**src/rtl/mem_arbiter.sv**
```systemverilog
// mem_arbiter: round-robin sharing of the single-port data memory between the
// instruction-fetch port and the load/store port. It also does read-modify-write
// for partial stores.
module mem_arbiter (
  input  logic        clk,
  input  logic        rst,
  input  logic        if_req,
  input  logic [31:0] if_addr,
  output logic        if_ready,
  output logic        if_rvalid,
  output logic [31:0] if_rdata,
  input  logic        d_req,
  input  logic        d_we,
  input  logic [31:0] d_addr,
  input  logic [31:0] d_wdata,
  input  logic [3:0]  d_be,
  output logic        d_ready,
  output logic        d_rvalid,
  output logic [31:0] d_rdata,
  output logic        mem_write_en,
  output logic [31:0] mem_addr,
  output logic [31:0] mem_write_data,
  input  logic [31:0] mem_read_data
);

  localparam int unsigned AddrW = 32;
  localparam int unsigned IdxW  = 12;
  localparam int unsigned LaneW = 8;
  localparam int unsigned Lanes = 4;

  typedef enum logic {S_IDLE, S_MERGE} state_e;
  typedef enum logic {G_IF, G_D} grant_e;

  state_e                 state_q, state_d;
  grant_e                 last_q, last_d;
  logic                   if_pend_q, if_pend_d;
  logic                   d_pend_q, d_pend_d;
  logic [IdxW-1:0]        m_idx_q, m_idx_d;
  logic [31:0]            m_wdata_q, m_wdata_d;
  logic [Lanes-1:0]       m_be_q, m_be_d;
  logic                   grant_if, grant_d;
  logic [31:0]            merge_data;
  logic [IdxW-1:0]        if_idx, d_idx;
  logic                   unused_addr_bits;

  // Word indices; the upper and byte-offset address bits are deliberately dropped.
  assign if_idx = if_addr[13:2];
  assign d_idx  = d_addr[13:2];
  assign unused_addr_bits = ^{if_addr[31:14], if_addr[1:0], d_addr[31:14], d_addr[1:0]};

  // Read data is shared; each rvalid qualifies it for its own port.
  assign if_rdata  = mem_read_data;
  assign d_rdata   = mem_read_data;
  assign if_rvalid = if_pend_q & ~rst;
  assign d_rvalid  = d_pend_q & ~rst;

  // Byte-lane merge of captured store data over the word read in the accept cycle.
  always_comb begin
    merge_data = mem_read_data;
    for (int k = 0; k < Lanes; k++) begin
      if (m_be_q[k]) merge_data[k*LaneW +: LaneW] = m_wdata_q[k*LaneW +: LaneW];
    end
  end

  // Arbitration, memory command generation and next-state logic.
  always_comb begin
    state_d        = state_q;
    last_d         = last_q;
    if_pend_d      = 1'b0;
    d_pend_d       = 1'b0;
    m_idx_d        = m_idx_q;
    m_wdata_d      = m_wdata_q;
    m_be_d         = m_be_q;
    grant_if       = 1'b0;
    grant_d        = 1'b0;
    if_ready       = 1'b0;
    d_ready        = 1'b0;
    mem_write_en   = 1'b0;
    mem_addr       = '0;
    mem_write_data = '0;
    if (!rst) begin
      case (state_q)
        S_IDLE: begin
          if (if_req && d_req) begin
            grant_d  = (last_q == G_IF);
            grant_if = (last_q == G_D);
          end else begin
            grant_if = if_req;
            grant_d  = d_req;
          end
          if (grant_if) begin
            if_ready  = 1'b1;
            last_d    = G_IF;
            mem_addr  = AddrW'(if_idx);
            if_pend_d = 1'b1;
          end else if (grant_d) begin
            d_ready = 1'b1;
            last_d  = G_D;
            if (!d_we) begin
              mem_addr = AddrW'(d_idx);
              d_pend_d = 1'b1;
            end else if (d_be == 4'hF) begin
              mem_addr       = AddrW'(d_idx);
              mem_write_en   = 1'b1;
              mem_write_data = d_wdata;
            end else if (d_be != 4'h0) begin
              mem_addr  = AddrW'(d_idx);
              m_idx_d   = d_idx;
              m_wdata_d = d_wdata;
              m_be_d    = d_be;
              state_d   = S_MERGE;
            end
          end
        end
        S_MERGE: begin
          mem_write_en   = 1'b1;
          mem_addr       = AddrW'(m_idx_q);
          mem_write_data = merge_data;
          state_d        = S_IDLE;
        end
        default: state_d = S_IDLE;
      endcase
    end
  end

  // State, grant history, pending-rvalid and merge-capture registers.
  always_ff @(posedge clk) begin
    if (rst) begin
      state_q   <= S_IDLE;
      last_q    <= G_IF;
      if_pend_q <= 1'b0;
      d_pend_q  <= 1'b0;
      m_idx_q   <= '0;
      m_wdata_q <= '0;
      m_be_q    <= '0;
    end else begin
      state_q   <= state_d;
      last_q    <= last_d;
      if_pend_q <= if_pend_d;
      d_pend_q  <= d_pend_d;
      m_idx_q   <= m_idx_d;
      m_wdata_q <= m_wdata_d;
      m_be_q    <= m_be_d;
    end
  end

endmodule

```
**config.mk**
```make
export PLATFORM = sky130hd
export DESIGN_NAME = mem_arbiter
export DESIGN_NICKNAME = d
export VERILOG_FILES = /design/src/rtl/mem_arbiter.sv
export SDC_FILE = /design/constraint.sdc
export NUM_CORES = 1
export LEC_CHECK = 0
export BUFFER_PORTS_ARGS = -buffer_cell sky130_fd_sc_hd__buf_2
export CORE_AREA = 2 2 105 107
export CTS_BUF_LIST = sky130_fd_sc_hd__clkbuf_8
export DETAILED_ROUTE_END_ITERATION = 10
export DIE_AREA = 0 0 107 109
export GPL_TIMING_DRIVEN = 0
export PLACE_DENSITY_LB_ADDON = 0.08
export SLEW_MARGIN = 25
export SYNTH_ARGS = -nofsm -noshare
export SYNTH_HDL_FRONTEND = slang
export SYNTH_SLANG_ARGS = --single-unit
```
**constraint.sdc**
```tcl
create_clock -name clk -period 2.1 [get_ports clk]
set_input_delay 0.42 -clock clk [delete_from_list [all_inputs] [get_ports clk]]
set_output_delay 0.42 -clock clk [all_outputs]
set_load 0.03 [all_outputs]
```
==> impl_metrics.json <==
{
  "drc_errors": 0,
  "antenna_left": 0,
  "power.density_nw_per_um2": 452,
  "clk_pin_slew_ns": 0.11,
  "hold_buffers": 0,
  "cp.arrival_ns": 1.74,
  "grt_max_degree": 17,
  "synth_top_family_by_area": "simple AND/OR/NAND/NOR gates",
  "setup_ws_ns": -0.0595,
  "cp_cell_sequence": "buf_8 > nor4_4 > a21oi_4 > buf_8 > a221oi_2 > nor3_2 > buf_4",
  "cp-start-kind": "input port",
  "crit_top_cell": "buf_8",
  "die_x_microns": 107,
  "worstPathRequired_ns": 1.68,
  "synth_compound_area_frac": 0.0768,
  "cts_num_sinks": 52,
  "grtUsageTotal": 0.198,
  "final_cells": 886,
  "seq_area_frac_synth": 0.261,
  "wl_mm": 12.1,
  "die_h_microns": 109,
  "globalRoute.totalOverflow": 0,
  "final_util": 0.592,
  "dp_hpwl_mm": 8.86,
  "area_growth_pct": 57.4,
  "drtIter0Drc": 106,
  "antenna_found_initial": 0,
  "insertion_delay_ns": 0.31,
  "end_kind": "output port",
  "ys_warn_count": 0,
  "synth_xor_area_frac": 0,
  "hp-class": "input port to register",
  "fp-row-count": 38,
  "worst_pin_slew_ns": 0.536,
  "synth_simple_gate_area_share": 0.257,
  "portBuffers": 208,
  "tritoncts": "done",
  "gp_congestion": 0.799,
  "hold-path-endpoint": "d_pend_q$_SDFF_PP0_",
  "reg2reg_to": "m_wdata_q[30]$_SDFFE_PP0P_",
  "rsz0062_at_grt": "yes",
  "cp_slowest_stage_delay_ns": 0.39,
  "cts_buffers": 5,
  "fin_skew_ns": 0.0143,
  "postSynthAreaPerCell_sq_um": 7.89,
  "io_pins": 270,
  "synth.ff_latch_count": 52,
  "ff2ff_path_depth": 8,
  "relSlewSlack": 0.642,
  "muxShareOfSynthArea": 0.201,
  "crit_fanout": 5,
  "dr.pass1.iters": 4,
  "period_share": 1.03,
  "setup_viol": 40,
  "synth_cells": 506,
  "p_leak_nw": 3.10,
  "die-area_sq_um": 11700,
  "start_util": 0.376,
  "whs_path_depth": 2,
  "synthAdderAreaFrac": 0,
  "violations": "setup timing",
  "maxCapViolCount": 0,
  "core_sq_um": 10600,
  "fin_nets": 882,
  "fmax_mhz": 463,
  "vias_per_cell": 4.61,
  "ys_types": 24,
  "cts_htree_levels": 2,
  "critPathSlowestCell": "nor4_4",
  "avgRoutedWirePerCell_microns": 13.7,
  "r2r_start": "last_q$_SDFFE_PP0P_",
  "ir_worst_vdd_mv": 0.290,
  "dr_total_vias": 4087,
  "slew_viol_final": 0,
  "post-place-cells": 873,
  "hold_violations": 0,
  "grt_pass1_vias": 3940,
  "status": "complete, but fails checks",
  "cts.root.buffer_cell": "clkbuf_8",
  "insertedDiodeCount": 0,
  "criticalPathCategory": "input port to output port",
  "cts_buffer_depth": 2,
  "syn_area_sq_um": 3990,
  "rrSetupSlack_ns": 0.24,
  "grt_pass1_wl_mm": 18.8,
  "finalCriticalPeriod_ns": 2.16,
  "hp-start": "d_we",
  "drive_gt1_frac": 0.550
}
critical path, delay by kind of cell:
| family | cells | cell delay, ns |
|---|---|---|
| buffers and inverters | 3 | 0.43 |
| AND/OR/NAND/NOR | 2 | 0.45 |
| AO/OA/AOI/OAI | 2 | 0.43 |
sequential cells by signal (all words and copies together) (netlist names):
register and cells:
d_pend_q 1, if_pend_q 1, last_q 1, m_be_q 4, m_idx_q 12, m_wdata_q 32
state_q 1
power breakdown:
group          switching [W]  internal, W
Clock               0.000355     0.000354
Combinational       0.000586     0.000474
Sequential         0.0000393      0.00103
synthesized netlist by cell type:
library cell	count	area (sq um)
a21bo_2	1	10.0
a21boi_1	1	7.51
a21oi_1	35	175
a221oi_1	12	105
a311oi_1	1	8.76
buf_1	1	3.75
buf_2	2	10.0
buf_4	84	631
buf_6	3	33.8
clkbuf_1	32	120
conb_1	1	3.75
dfxtp_1	52	1040
inv_1	4	15.0
mux2i_1	80	801
nand2_1	1	3.75
nand2b_1	96	601
nand4_1	1	6.26
nor2_1	78	293
nor2b_1	2	12.5
nor3_1	12	60.1
nor3b_1	1	7.51
nor4_1	3	18.8
or3_1	2	12.5
or4b_1	1	10.0
worst max path at each step:
stage | startpoint | to | slack [ns]
finish | d_be[0] | mem_addr[10] | -0.06
detailed placement | d_be[3] | mem_addr[4] | -0.57
global route | d_be[0] | mem_addr[10] | -0.14
CTS | last_q$_SDFFE_PP0P_ | mem_write_data[26] | -0.13
global placement | d_be[3] | mem_addr[4] | -0.53
floorplan | d_req | mem_addr[1] | -0.04
logic make-up (layout without fill, tap and decap cells):
kind of cell | Yosys count | in the layout
AND/OR/NAND/NOR | 197 | 197
buffers and inverters | 126 | 347
other | 1 | 20
multiplexers | 80 | 80
AO/OA/AOI/OAI | 50 | 50
flip-flops | 52 | 52
per-stage QoR:
stage	cell area, sq um	total power (W)	setup TNS [ns]	setup slack (ns)	hold slack (ns)
2_1_floorplan	4210	0.00174	-0.0352	-0.0352	0.452
3_3_place_gp	5430	0.00200	-21.79	-0.530	0.461
3_5_place_dp	5430	0.00201	-21.77	-0.569	0.471
4_1_cts	6110	0.00281	-3.61	-0.127	0.312
5_1_grt	6280	0.00298	-4.35	-0.136	0.367
6_report	6280	0.00284	-1.06	-0.0595	0.347
final cells by class:
class / count / area, sq um
fill: 1010 / 4320
multi-input combinational: 347 / 2620
timing repair buffer: 218 / 1410
sequential: 52 / 1050
buffer: 117 / 901
tap: 140 / 175
clock buffer: 5 / 68.8
clock inverter: 3 / 42.5
inverter: 4 / 15.0
metal layers:
| layer | global-route usage | wire length [microns] | vias to the layer above |
|---|---|---|---|
| li1 | - | - | 2049 |
| met1 | 0.243 | 5130 | 1893 |
| met2 | 0.374 | 6240 | 143 |
| met3 | 0.0299 | 708 | 2 |
| met4 | 0.0297 | 30 | 0 |
| met5 | 0 | 0 | - |
placed cells by master (no fill, tap or decap), types with 12 or more instances in the layout:
cell type,count
nor2_2,30
a21oi_1,20
buf_2,161
dfxtp_1,49
nor3_2,12
mux2i_1,80
conb_1,20
buf_6,36
a21oi_2,14
nor2_1,48
buf_4,107
nand2b_1,96
repair_timing:
item,CTS,global route
pin swaps,11,14
gates resized for setup,136,47
buffers inserted,7,0
setup endpoints to repair,46,46
endpoints found under the hold margin,0,0
gates cloned,3,0
(Power assumes the default switching activity.)
